### src/rtl/i2c_lcd_cmd_sequencer.sv
// rtl/i2c_lcd_cmd_sequencer.sv - I2C write master streaming command/data bytes to a character LCD
//
// Purpose: generates START, address byte {SLAVE_ADDR,0}, then one ACK-checked byte per
// cmd_valid/cmd_ready handshake until the byte flagged cmd_last, then STOP. A NACK (with
// ACK_CHECK=1) aborts straight to STOP and reports nack_err instead of done.
//
// Ports:
//   clk, rst                 clock, synchronous active-high reset
//   start                    begin a transaction (taken only while idle)
//   cmd_data/cmd_last/
//   cmd_valid/cmd_ready      byte stream from the display controller
//   sda_in                   synchronised SDA readback
//   sda_oe                   1 pulls SDA low, 0 releases it
//   scl                      push-pull SCL
//   busy, done, nack_err     status; done/nack_err are single-cycle pulses on return to idle

module i2c_lcd_cmd_sequencer #(
    parameter int         CLK_DIV    = 100,
    parameter logic [6:0] SLAVE_ADDR = 7'h3E,
    parameter bit         ACK_CHECK  = 1'b1
) (
    input  logic       clk,
    input  logic       rst,
    input  logic       start,
    input  logic [7:0] cmd_data,
    input  logic       cmd_last,
    input  logic       cmd_valid,
    output logic       cmd_ready,
    input  logic       sda_in,
    output logic       sda_oe,
    output logic       scl,
    output logic       busy,
    output logic       done,
    output logic       nack_err
);

    localparam logic [15:0] TICK_MAX = 16'(CLK_DIV - 1);

    typedef enum logic [2:0] {
        S_IDLE,
        S_START,
        S_ADDR,
        S_ACK,
        S_LOAD,
        S_DATA,
        S_STOP
    } state_t;

    state_t      state_q, state_d;
    logic [15:0] tick_q, tick_d;
    logic [1:0]  phase_q, phase_d;
    logic [2:0]  bit_q, bit_d;
    logic [7:0]  byte_q, byte_d;
    logic        last_q, last_d;
    logic        abort_q, abort_d;
    logic        done_q, done_d;
    logic        nack_q, nack_d;

    logic tick_wrap;
    logic slot_end;

    assign tick_wrap = (tick_q == TICK_MAX);
    assign slot_end  = tick_wrap && (phase_q == 2'd3);

    always_ff @(posedge clk) begin
        if (rst) begin
            state_q <= S_IDLE;
            tick_q  <= '0;
            phase_q <= '0;
            bit_q   <= '0;
            byte_q  <= '0;
            last_q  <= 1'b0;
            abort_q <= 1'b0;
            done_q  <= 1'b0;
            nack_q  <= 1'b0;
        end else begin
            state_q <= state_d;
            tick_q  <= tick_d;
            phase_q <= phase_d;
            bit_q   <= bit_d;
            byte_q  <= byte_d;
            last_q  <= last_d;
            abort_q <= abort_d;
            done_q  <= done_d;
            nack_q  <= nack_d;
        end
    end

    always_comb begin
        state_d = state_q;
        tick_d  = tick_q;
        phase_d = phase_q;
        bit_d   = bit_q;
        byte_d  = byte_q;
        last_d  = last_q;
        abort_d = abort_q;
        done_d  = 1'b0;
        nack_d  = 1'b0;

        // Quarter-phase timebase runs only while actively clocking the bus; LOAD freezes it
        // so a stalled byte source simply stretches SCL low.
        if (state_q != S_IDLE && state_q != S_LOAD) begin
            if (tick_wrap) begin
                tick_d  = '0;
                phase_d = phase_q + 2'd1;
            end else begin
                tick_d = tick_q + 16'd1;
            end
        end

        case (state_q)
            S_IDLE: begin
                // The done/nack_err cycle is still "idle" but a start there is dropped.
                if (start && !done_q && !nack_q) begin
                    state_d = S_START;
                    tick_d  = '0;
                    phase_d = '0;
                    bit_d   = '0;
                    byte_d  = {SLAVE_ADDR, 1'b0};
                    last_d  = 1'b0;
                    abort_d = 1'b0;
                end
            end
            S_START: begin
                if (slot_end) begin
                    state_d = S_ADDR;
                end
            end
            S_ADDR, S_DATA: begin
                if (slot_end) begin
                    if (bit_q == 3'd7) begin
                        state_d = S_ACK;
                        bit_d   = '0;
                    end else begin
                        bit_d = bit_q + 3'd1;
                    end
                end
            end
            S_ACK: begin
                // Sample on the last clock of Q2, while SCL is high and settled.
                if (tick_wrap && phase_q == 2'd2 && sda_in && ACK_CHECK) begin
                    abort_d = 1'b1;
                end
                // last_q is only ever set by a captured data byte, so the address ACK
                // always proceeds to LOAD unless it was a NACK.
                if (slot_end) begin
                    state_d = (abort_q || last_q) ? S_STOP : S_LOAD;
                end
            end
            S_LOAD: begin
                if (cmd_valid) begin
                    state_d = S_DATA;
                    byte_d  = cmd_data;
                    last_d  = cmd_last;
                    bit_d   = '0;
                    tick_d  = '0;
                    phase_d = '0;
                end
            end
            S_STOP: begin
                if (slot_end) begin
                    state_d = S_IDLE;
                    done_d  = !abort_q;
                    nack_d  = abort_q;
                end
            end
            default: begin
                state_d = S_IDLE;
            end
        endcase
    end

    always_comb begin
        scl    = 1'b1;
        sda_oe = 1'b0;
        case (state_q)
            S_IDLE: begin
                scl    = 1'b1;
                sda_oe = 1'b0;
            end
            S_START: begin
                // SDA falls with SCL high in Q0, then SCL drops for the first bit.
                scl    = (phase_q < 2'd2);
                sda_oe = 1'b1;
            end
            S_ADDR, S_DATA: begin
                scl    = (phase_q == 2'd1) || (phase_q == 2'd2);
                sda_oe = ~byte_q[3'd7 - bit_q];
            end
            S_ACK: begin
                scl    = (phase_q == 2'd1) || (phase_q == 2'd2);
                sda_oe = 1'b0;
            end
            S_LOAD: begin
                scl    = 1'b0;
                sda_oe = 1'b0;
            end
            S_STOP: begin
                // SDA released in Q2 while SCL is high forms the STOP condition.
                scl    = (phase_q != 2'd0);
                sda_oe = (phase_q < 2'd2);
            end
            default: begin
                scl    = 1'b1;
                sda_oe = 1'b0;
            end
        endcase
    end

    assign cmd_ready = (state_q == S_LOAD);
    assign busy      = (state_q != S_IDLE);
    assign done      = done_q;
    assign nack_err  = nack_q;

endmodule

### config.mk
export PLATFORM = sky130hd
export DESIGN_NAME = i2c_lcd_cmd_sequencer
export DESIGN_NICKNAME = d
export VERILOG_FILES = /design/src/rtl/i2c_lcd_cmd_sequencer.sv
export SDC_FILE = /design/constraint.sdc
export NUM_CORES = 1
export LEC_CHECK = 0
export BUFFER_PORTS_ARGS = -buffer_cell sky130_fd_sc_hd__buf_2
export CAP_MARGIN = 30
export CORE_MARGIN = 3
export CORE_UTILIZATION = 50
export DETAILED_ROUTE_END_ITERATION = 16
export PLACE_DENSITY = 0.66
export SKIP_CTS_REPAIR_TIMING = 1
export SLEW_MARGIN = 15
export SYNTH_ARGS = -nofsm -noshare
export SYNTH_HDL_FRONTEND = slang
export SYNTH_SLANG_ARGS = --single-unit
export TNS_END_PERCENT = 5
### constraint.sdc
create_clock -name clk -period 2.6 [get_ports clk]
set_input_delay 0.52 -clock clk [delete_from_list [all_inputs] [get_ports clk]]
set_output_delay 0.52 -clock clk [all_outputs]
set_load 0.01 [all_outputs]
==> results of run 1 <==
==> worst paths after layout <==
check	start	endpoint	slack, ns	depth (start not counted)
setup reg to reg	tick_q[4]$_SDFF_PP0_	tick_q[10]$_SDFF_PP0_	0.58	4
hold / removal	cmd_last	last_q$_SDFFE_PP0P_	0.45	2
hold reg to reg	byte_q[7]$_SDFFE_PP0P_	byte_q[7]$_SDFFE_PP0P_	0.49	1
setup / recovery	bit_q[1]$_SDFFE_PP0P_	sda_oe	0.31	5
==> Yosys cell counts, types with 2 or more instances <==
cell       instances
clkbuf_1           7
buf_2              6
a22o_1             4
nand4_1            8
a2111oi_0          4
xor2_1             6
nor4b_1            3
or4_1              2
o21ai_0            5
xnor2_1            2
nor2_1            24
a21o_1             2
o2111a_1           2
nand3_1            7
a21oi_1           14
inv_1             11
and4b_1            3
nor3b_1            3
or3_1              7
a31o_1             3
nand2_1           12
o31ai_1            3
or2_1              2
nor2b_1            2
and3_1             3
a211oi_1           6
nor3_1             3
and4_1             4
nand2b_1           2
nor4_1             3
dfxtp_1           36
mux4_2             2
o41ai_1            2
ha_1               6
==> through the flow <==
stage                     total power [mW]  utilization
after detailed placement             0.675        0.580
after floorplan                      0.648            -
after global placement               0.672        0.580
after CTS                             1.09        0.607
final                                 1.08        0.607
after global routing                  1.13        0.607
==> cell type report <==
cell class | instances | area (um2) | area share
well taps | 46 | 57.6 | 0.0269
inverters | 11 | 41.3 | 0.0193
repair buffers | 21 | 110 | 0.0515
flip-flops and latches | 36 | 721 | 0.337
multi-input cells | 162 | 1110 | 0.520
clock buffers | 7 | 96.3 | 0.0451
==> power by group through the flow <==
stage	registers, mW	clock network (mW)	logic (mW)
final	0.576	0.411	0.0876
after global routing	0.577	0.452	0.0956
after CTS	0.576	0.424	0.0871
after detailed placement	0.588	0	0.0867
after global placement	0.588	0	0.0841
after floorplan	0.579	0	0.0685
==> worst reg2reg max path: stages, from the launching register on <==
cell	delay, ns
dfxtp_1	0.38
nor4_1	0.56
and4_1	0.41
a211o_1	0.44
nor2_1	0.10
==> layer usage <==
layer,GRT usage,wire length (um),vias to the layer above
met5,0,0,-
met4,0.0744,33,0
met3,0.0558,229,4
met2,0.335,2060,44
met1,0.261,2030,808
li1,-,-,862
==> sequential cells by signal, indices dropped and copies added (netlist names), 2 cells and up <==
| register | flops |
|---|---|
| phase_q | 2 |
| state_q | 3 |
| bit_q | 3 |
| byte_q | 8 |
| tick_q | 16 |
==> logic make-up after synthesis <==
family,share of synthesized area
AOI/OAI and AO/OA,0.204
xor gates and xnor gates,0.0363
adders and majority gates,0.0389
buffers and inverters,0.0506
DFF,0.373
muxes,0.0285
and+or+nand+nor,0.268
==> cell usage in the layout, fill, tap and decap left out, drive strengths merged, types with 7 or more instances in the layout <==
cell type / Yosys / routed
or3: 7 / 7
a21oi: 15 / 15
dfxtp: 36 / 36
nor2: 24 / 24
inv: 11 / 11
clkbuf: 7 / 7
nand2: 12 / 12
nand4: 8 / 8
nand3: 7 / 7
buf: 6 / 21
==> reports/qor.yml, run 1 <==
yosys:
  yosysUniqueCellTypes: 47
  synth_ff_type: "dfxtp_1"
  synth_top_area_frac: 0.373
  synth_top_area_cell: "dfxtp_1"
  synthArstFlopShare: 0
  syn_inst: 222
  synthTopCellsByArea: "dfxtp_1 37%, nor2_1 4.7%, ha_1 3.9%"
  syn_nets: 242
  syn_area_um2: 1930
  yosys_warnings: 0
  synth-seq-cells: 36
  synth-seq-area-share: 0.373
  synth_edf_count: 0
  postSynthAreaPerCell_um2: 8.70
final_layout:
  areaGrowthSynthToFinish_pct: 10.8
  n_fill_cell: 342
  fin_area_um2: 2140
  n_antenna_cell: 0
  nNetsFinal: 257
  final_cells: 283
  drive_gt1_frac: 0.143
floorplanning:
  die_h_um: 68.1
  die_x_um: 68.1
  die_area_um2: 4640
  ioPinCount: 20
  core-area_um2: 3520
  num_rows: 21
  initial_core_util: 0.548
cts:
  root_buffer: "clkbuf_8"
  cts.clk_slew.worst_paths_ns: 0.07
  insertion_delay_ns: 0.28
  cts_buffers: 5
  cts.sinks: 36
  clk_path_buf_depth: 2
  cts_tree: "yes"
  h-tree-depth: 2
setup_path:
  criticalPathCategory: "reg -> out"
  cp_slowest_stage_delay_ns: 0.52
  cp-start-kind: "flip-flop"
  worstPathArrival_ns: 1.77
  critPathCaptureType: "output port"
  worst-path-buf-inv: 1
  crit_required_ns: 2.08
  path_max_fanout: 4
  worstPathCellList: "mux4_2, mux2i_1, o21ai_0, o221ai_1, buf_2"
  crit_family: "multiplexers"
  cp_slowest_cell: "mux4_2"
pwr:
  power_frac_clock: 0.383
  sw_frac_of_total: 0.223
  p_switching_mw: 0.239
  p_seq_frac: 0.536
  intPower_mw: 0.836
  p_comb_frac: 0.081
  p_leak_nw: 0.820
  peakVddDrop_mv: 0.367
  p_per_area_nw_per_um2: 503
timing:
  fin_crit_ns: 2.29
  hold_ws_ns: 0.449
  clock_skew_ns: 0.00463
  period_share: 0.882
  setup_tns_ns: 0
  tightest_slew_ns: 0.618
  layout_setup_ws_ns: 0.306
  maxSlewViolCount: 0
  fmax_ghz: 0.436
  hold_viol_final: 0
  setup_viol: 0
  slew_headroom: 0.587
  rsz0062_at_grt: "false"
drt:
  wl_mm: 4.35
  drc: 0
  antenna_left: 0
  via_count: 1718
  viasPerCell: 6.07
  dr.pass1.iters: 4
  drtIter0Drc: 93
  wire_per_inst_um: 15.4
global_routing:
  grt_max_degree: 22
  antenna_found_initial: 0
  grt_remaining_overflow: 0
  grt_pass1_vias: 1607
  grtUsageTotal: 0.206
  grt_pass1_wl_mm: 7.16
place:
  hpwl_mm: 3.19
  dp.cells: 276
  dpl_cell_area_um2: 2040
  place_congestion: 0.829
  place_ws_ns: 0.581
  portBuffers: 19
hold_path:
  hold_path.class: "in -> reg"
status:
  outcome: "finished clean"
flow_run:
  cap_violations: 0
No activity file was read; power rests on OpenSTA's default activity.
==> inputs of run 2 (changes only) <==
--- a/config.mk
+++ b/config.mk
@@ -9,7 +9,7 @@
 export CAP_MARGIN = 30
 export CORE_MARGIN = 3
-export CORE_UTILIZATION = 50
+export CORE_UTILIZATION = 60
 export DETAILED_ROUTE_END_ITERATION = 16
-export PLACE_DENSITY = 0.66
+export PLACE_DENSITY = 0.78
 export SKIP_CTS_REPAIR_TIMING = 1
 export SLEW_MARGIN = 15
==> constraint.sdc (replaced) <==
create_clock -name clk -period 2.6 [get_ports clk]
set_input_delay 0.26 -clock clk [delete_from_list [all_inputs] [get_ports clk]]
set_output_delay 0.26 -clock clk [all_outputs]
set_load 0.01 [all_outputs]
==> run 2 against run 1 <==
Sequential power about the same. Count of clock-buffer cells in the layout decreased by 1. Largest power group unchanged. Non-clock buffer count unchanged. Global-route usage increased by 2.5 points. Clock power decreased by 6.6%. Register-to-register slack got worse by 0.04 ns. Combinational power increased by 0.5%. Cell count decreased by 1.1%. Critical path depth unchanged. Critical path type unchanged. Maximum frequency increased by 8.1%. Sequential cell count unchanged. Utilization increased by 12 points.
==> reports/qor.yml, run 2 (synthesis results as in run 1) <==
place:
  hpwl_mm: 3.11
  portBuffers: 19
  place_congestion: 0.886
final_layout:
  nNetsFinal: 257
  drive_gt1_frac: 0.143
  layout_commonest_cell: "dfxtp_1"
  regMostFlops: "tick_q"
  reg_top3: "tick_q: 16 flops, byte_q: 8 flops"
  areaGrowthSynthToFinish_pct: 9.46
  largest_reg_flops: 16
  multi_input_area_um2: 1110
  n_antenna_cell: 0
  final-seq-area_um2: 721
  layout_common_cells: "36 x dfxtp_1, 24 x nor2_1, 19 x buf_2"
  n_fill_cell: 234
setup_path:
  crit_family: "multiplexers"
  crit_required_ns: 2.34
  path_max_fanout: 4
  critPathCaptureType: "output port"
  cp_slowest_stage_delay_ns: 0.53
  crit_start: "bit_q[1]$_SDFFE_PP0P_"
  worst-path-buf-inv: 1
  cp-start-kind: "flip-flop"
  worstPathArrival_ns: 1.86
  cp_slowest_cell: "mux4_2"
  crit-reg2reg-launch: "state_q[1]$_SDFFE_PP0P_"
  criticalPathCategory: "reg -> out"
  worstPathCellList: "mux4_2, mux2i_1, o21ai_0, o221ai_1, buf_2"
drt:
  antenna_left: 0
  via_count: 1763
  wire_per_inst_um: 15.4
  viasPerCell: 6.30
  wl_mm: 4.30
  drc: 0
  dr.pass1.iters: 4
  drtIter0Drc: 169
pwr:
  peakVddDrop_mv: 0.341
  p_per_area_nw_per_um2: 496
  p_leak_nw: 0.812
cts:
  clk_path_buf_depth: 2
  cts_buffers: 5
  h-tree-depth: 2
  cts.clk_slew.worst_paths_ns: 0.11
  insertion_delay_ns: 0.34
  cts_tree: "yes"
  root_buffer: "clkbuf_4"
  cts.sinks: 36
hold_path:
  worstHoldStart: "cmd_last"
  hold_path.class: "in -> reg"
global_routing:
  grtUsageTotal: 0.231
  grt_remaining_overflow: 0
  antenna_found_initial: 0
  grt_pass1_wl_mm: 7.47
  grt_pass1_vias: 1587
  grt_max_degree: 22
timing:
  fmax_ghz: 0.471
  fin_crit_ns: 2.12
  slew_headroom: 0.597
  hold_viol_final: 0
  setup_viol: 0
  maxSlewViolCount: 0
  setup_tns_ns: 0
  period_share: 0.816
  hold_ws_ns: 0.118
  clock_skew_ns: 0.0107
  tightest_slew_ns: 0.604
  rsz0062_at_grt: "false"
floorplanning:
  die_x_um: 62.7
  initial_core_util: 0.666
  num_rows: 19
  die_area_um2: 3930
  ioPinCount: 20
  die_h_um: 62.7
  core-area_um2: 2900
flow_run:
  cap_violations: 0
status:
  outcome: "finished clean"
## run 2: area by class of cell
class	count	area share
Clock buffer	6	0.0195
Clock inverter	2	0.0166
Inverter	11	0.0195
Multi-Input combinational cell	162	0.526
Sequential cell	36	0.341
Tap cell	42	0.0249
Timing Repair Buffer	21	0.0521
## run 2: metal layers
layer / GRT usage / wire (um)
met5: 0 / 0
met4: 0.0496 / 28
met3: 0.0612 / 250
met2: 0.357 / 1970
met1: 0.324 / 2050
## run 2: worst register-to-register path, stage by stage, from the launching register on
cell	delay, ns
dfxtp_1	0.72
o2111a_1	0.43
nand2_1	0.16
or4_1	0.53
a21oi_1	0.14
## run 2: final timing paths
check	endpoint	slack [ns]	cells past startpoint
min reg2reg	last_q$_SDFFE_PP0P_	0.50	1
min	last_q$_SDFFE_PP0P_	0.12	2
max reg2reg	tick_q[15]$_SDFF_PP0_	0.54	4
max	sda_oe	0.48	5
## run 2: through the flow
stage          cells  setup slack, ns  utilization  area (um2)  power (mW)
2_1_floorplan    222            0.869            -        1930       0.648
3_3_place_gp     272            0.672        0.702        2040       0.670
3_5_place_dp     272            0.587        0.702        2040       0.675
4_1_cts          280            0.467        0.729        2110        1.06
5_1_grt          280            0.331        0.729        2110        1.10
6_report         280            0.479        0.729        2110        1.05
## run 2: power by group
| group | total [mW] | leakage (nW) | switching [mW] | internal (mW) |
|---|---|---|---|---|
| combinational | 0.0880 | 0.478 | 0.0507 | 0.0373 |
| sequential | 0.576 | 0.292 | 0.0135 | 0.562 |
| clock | 0.384 | 0.0422 | 0.182 | 0.202 |
==> inputs of run 3 (changes only) <==
CORE_UTILIZATION = 52   (was 60)
PLACE_DENSITY = 0.72   (was 0.78)
clock period = 1.9 ns   (was 2.6 ns; I/O delays follow)
==> run 3 against run 2 <==
Cell count up 7.1%. Clock skew down 0.0071 ns. Die area up 14%. Worst setup slack worse by 0.46 ns. Combinational power up 69%. Clock power up 72%. Register-to-register slack worse by 0.46 ns. Via count up 5.2%. Critical path type unchanged.
==> reports/qor.yml, run 3 (synthesis results as in run 1) <==
drt:
  drtIter0Drc: 167
  drc: 0
  dr.pass1.iters: 4
  wl_mm: 4.62
  wire_per_inst_um: 15.4
  antenna_left: 0
  via_count: 1855
  viasPerCell: 6.18
final_layout:
  regMostFlops: "tick_q"
  final_cells: 300
  n_fill_cell: 282
  n_antenna_cell: 0
  reg_top3: "tick_q: 16 flops, byte_q: 8 flops"
  fin_area_um2: 2320
  final-seq-area_um2: 727
  multi_input_area_um2: 1140
  nNetsFinal: 273
  largest_reg_flops: 16
  drive_gt1_frac: 0.220
  areaGrowthSynthToFinish_pct: 20.1
  layout_commonest_cell: "dfxtp_1"
  post-route-util: 0.674
  layout_common_cells: "33 x dfxtp_1, 24 x nor2_1, 19 x buf_2"
timing:
  setup_viol: 0
  maxSlewViolCount: 0
  tightest_slew_ns: 0.487
  layout_setup_ws_ns: 0.0178
  hold_ws_ns: 0.110
  fin_crit_ns: 1.88
  hold_viol_final: 0
  clock_skew_ns: 0.00361
  period_share: 0.991
  rsz0062_at_grt: "true"
  slew_headroom: 0.673
  setup_tns_ns: 0
  fmax_ghz: 0.531
place:
  portBuffers: 19
  dp.cells: 291
  place_congestion: 0.876
  dpl_cell_area_um2: 2170
  hpwl_mm: 3.31
  place_ws_ns: 0.0901
hold_path:
  hold_path.class: "in -> reg"
  worstHoldPathCells: 2
cts:
  insertion_delay_ns: 0.28
  root_buffer: "clkbuf_8"
  clk_path_buf_depth: 2
  cts_tree: "yes"
  cts.clk_slew.worst_paths_ns: 0.07
  h-tree-depth: 2
  cts_buffers: 5
  cts.sinks: 36
setup_path:
  r2r_end: "state_q[2]$_SDFFE_PP0P_"
  worstPathArrival_ns: 1.69
  critPathCaptureType: "output port"
  cp-start-kind: "flip-flop"
  reg2reg_depth: 6
  criticalPathCategory: "reg -> out"
  path_max_fanout: 4
  crit-reg2reg-launch: "phase_q[0]$_SDFF_PP0_"
  crit_required_ns: 1.71
  worstSetupEndpoint: "sda_oe"
  reg2reg_slack_ns: 0.08
  crit_start: "bit_q[1]$_SDFFE_PP0P_"
global_routing:
  grt_remaining_overflow: 0
  grt_pass1_wl_mm: 7.73
  antenna_found_initial: 0
  grt_max_degree: 22
  grt_pass1_vias: 1688
  grtUsageTotal: 0.226
status:
  outcome: "finished clean"
floorplanning:
  die_x_um: 66.9
  die_area_um2: 4480
  core-area_um2: 3440
  num_rows: 21
  die_h_um: 66.9
  initial_core_util: 0.561
  ioPinCount: 20
pwr:
  p_per_area_nw_per_um2: 688
  p_leak_nw: 0.908
  peakVddDrop_mv: 0.570
  power_mw: 1.59
flow_run:
  cap_violations: 0
[run 3: cell types whose count changed in the layout (fill, tap and decap cells not counted), moves of 2 or more]
cell	delta
clkbuf_4	-5
dfxtp_1	-3
buf_4	+15
clkbuf_8	+5
dfxtp_2	+2
[run 3: layout make-up]
type                       instances  area share
inverter                          11      0.0178
tap                               46      0.0248
timing repair buffer              37       0.105
clock inverter                     2      0.0151
sequential                        36       0.314
clock buffer                       6      0.0313
multi-input combinational        162       0.493
[run 3: power by group]
group / switching (mW) / internal [mW] / leakage [nW]
Sequential: 0.0161 / 0.769 / 0.293
Clock: 0.271 / 0.389 / 0.0552
Combinational: 0.0797 / 0.0695 / 0.560
Total: 0.367 / 1.23 / 0.908
[run 3: critical path, cell delays in order, from the launching register on]
cell and delay (ns):
dfxtp_4 0.37, mux4_2 0.51, mux2i_2 0.19, o21ai_1 0.10, o221ai_1 0.07, buf_2 0.16
[run 3: routing by layer]
| layer | up-vias | track usage | share of wire |
|---|---|---|---|
| met1 | 870 | 0.303 | 0.45 |
| met4 | 0 | 0.0835 | 0.017 |
| met3 | 12 | 0.0422 | 0.058 |
| met5 | - | 0 | 0 |
| li1 | 905 | - | - |
| met2 | 68 | 0.358 | 0.48 |
[run 3: worst min path at each step]
stage | slack (ns) | endpoint | startpoint
global route | 0.12 | last_q$_SDFFE_PP0P_ | cmd_last
floorplan | 0.32 | byte_q[0]$_SDFFE_PP0P_ | cmd_data[0]
CTS | 0.11 | last_q$_SDFFE_PP0P_ | cmd_last
detailed placement | 0.41 | last_q$_SDFFE_PP0P_ | cmd_last
global placement | 0.40 | last_q$_SDFFE_PP0P_ | cmd_last
finish | 0.11 | last_q$_SDFFE_PP0P_ | cmd_last
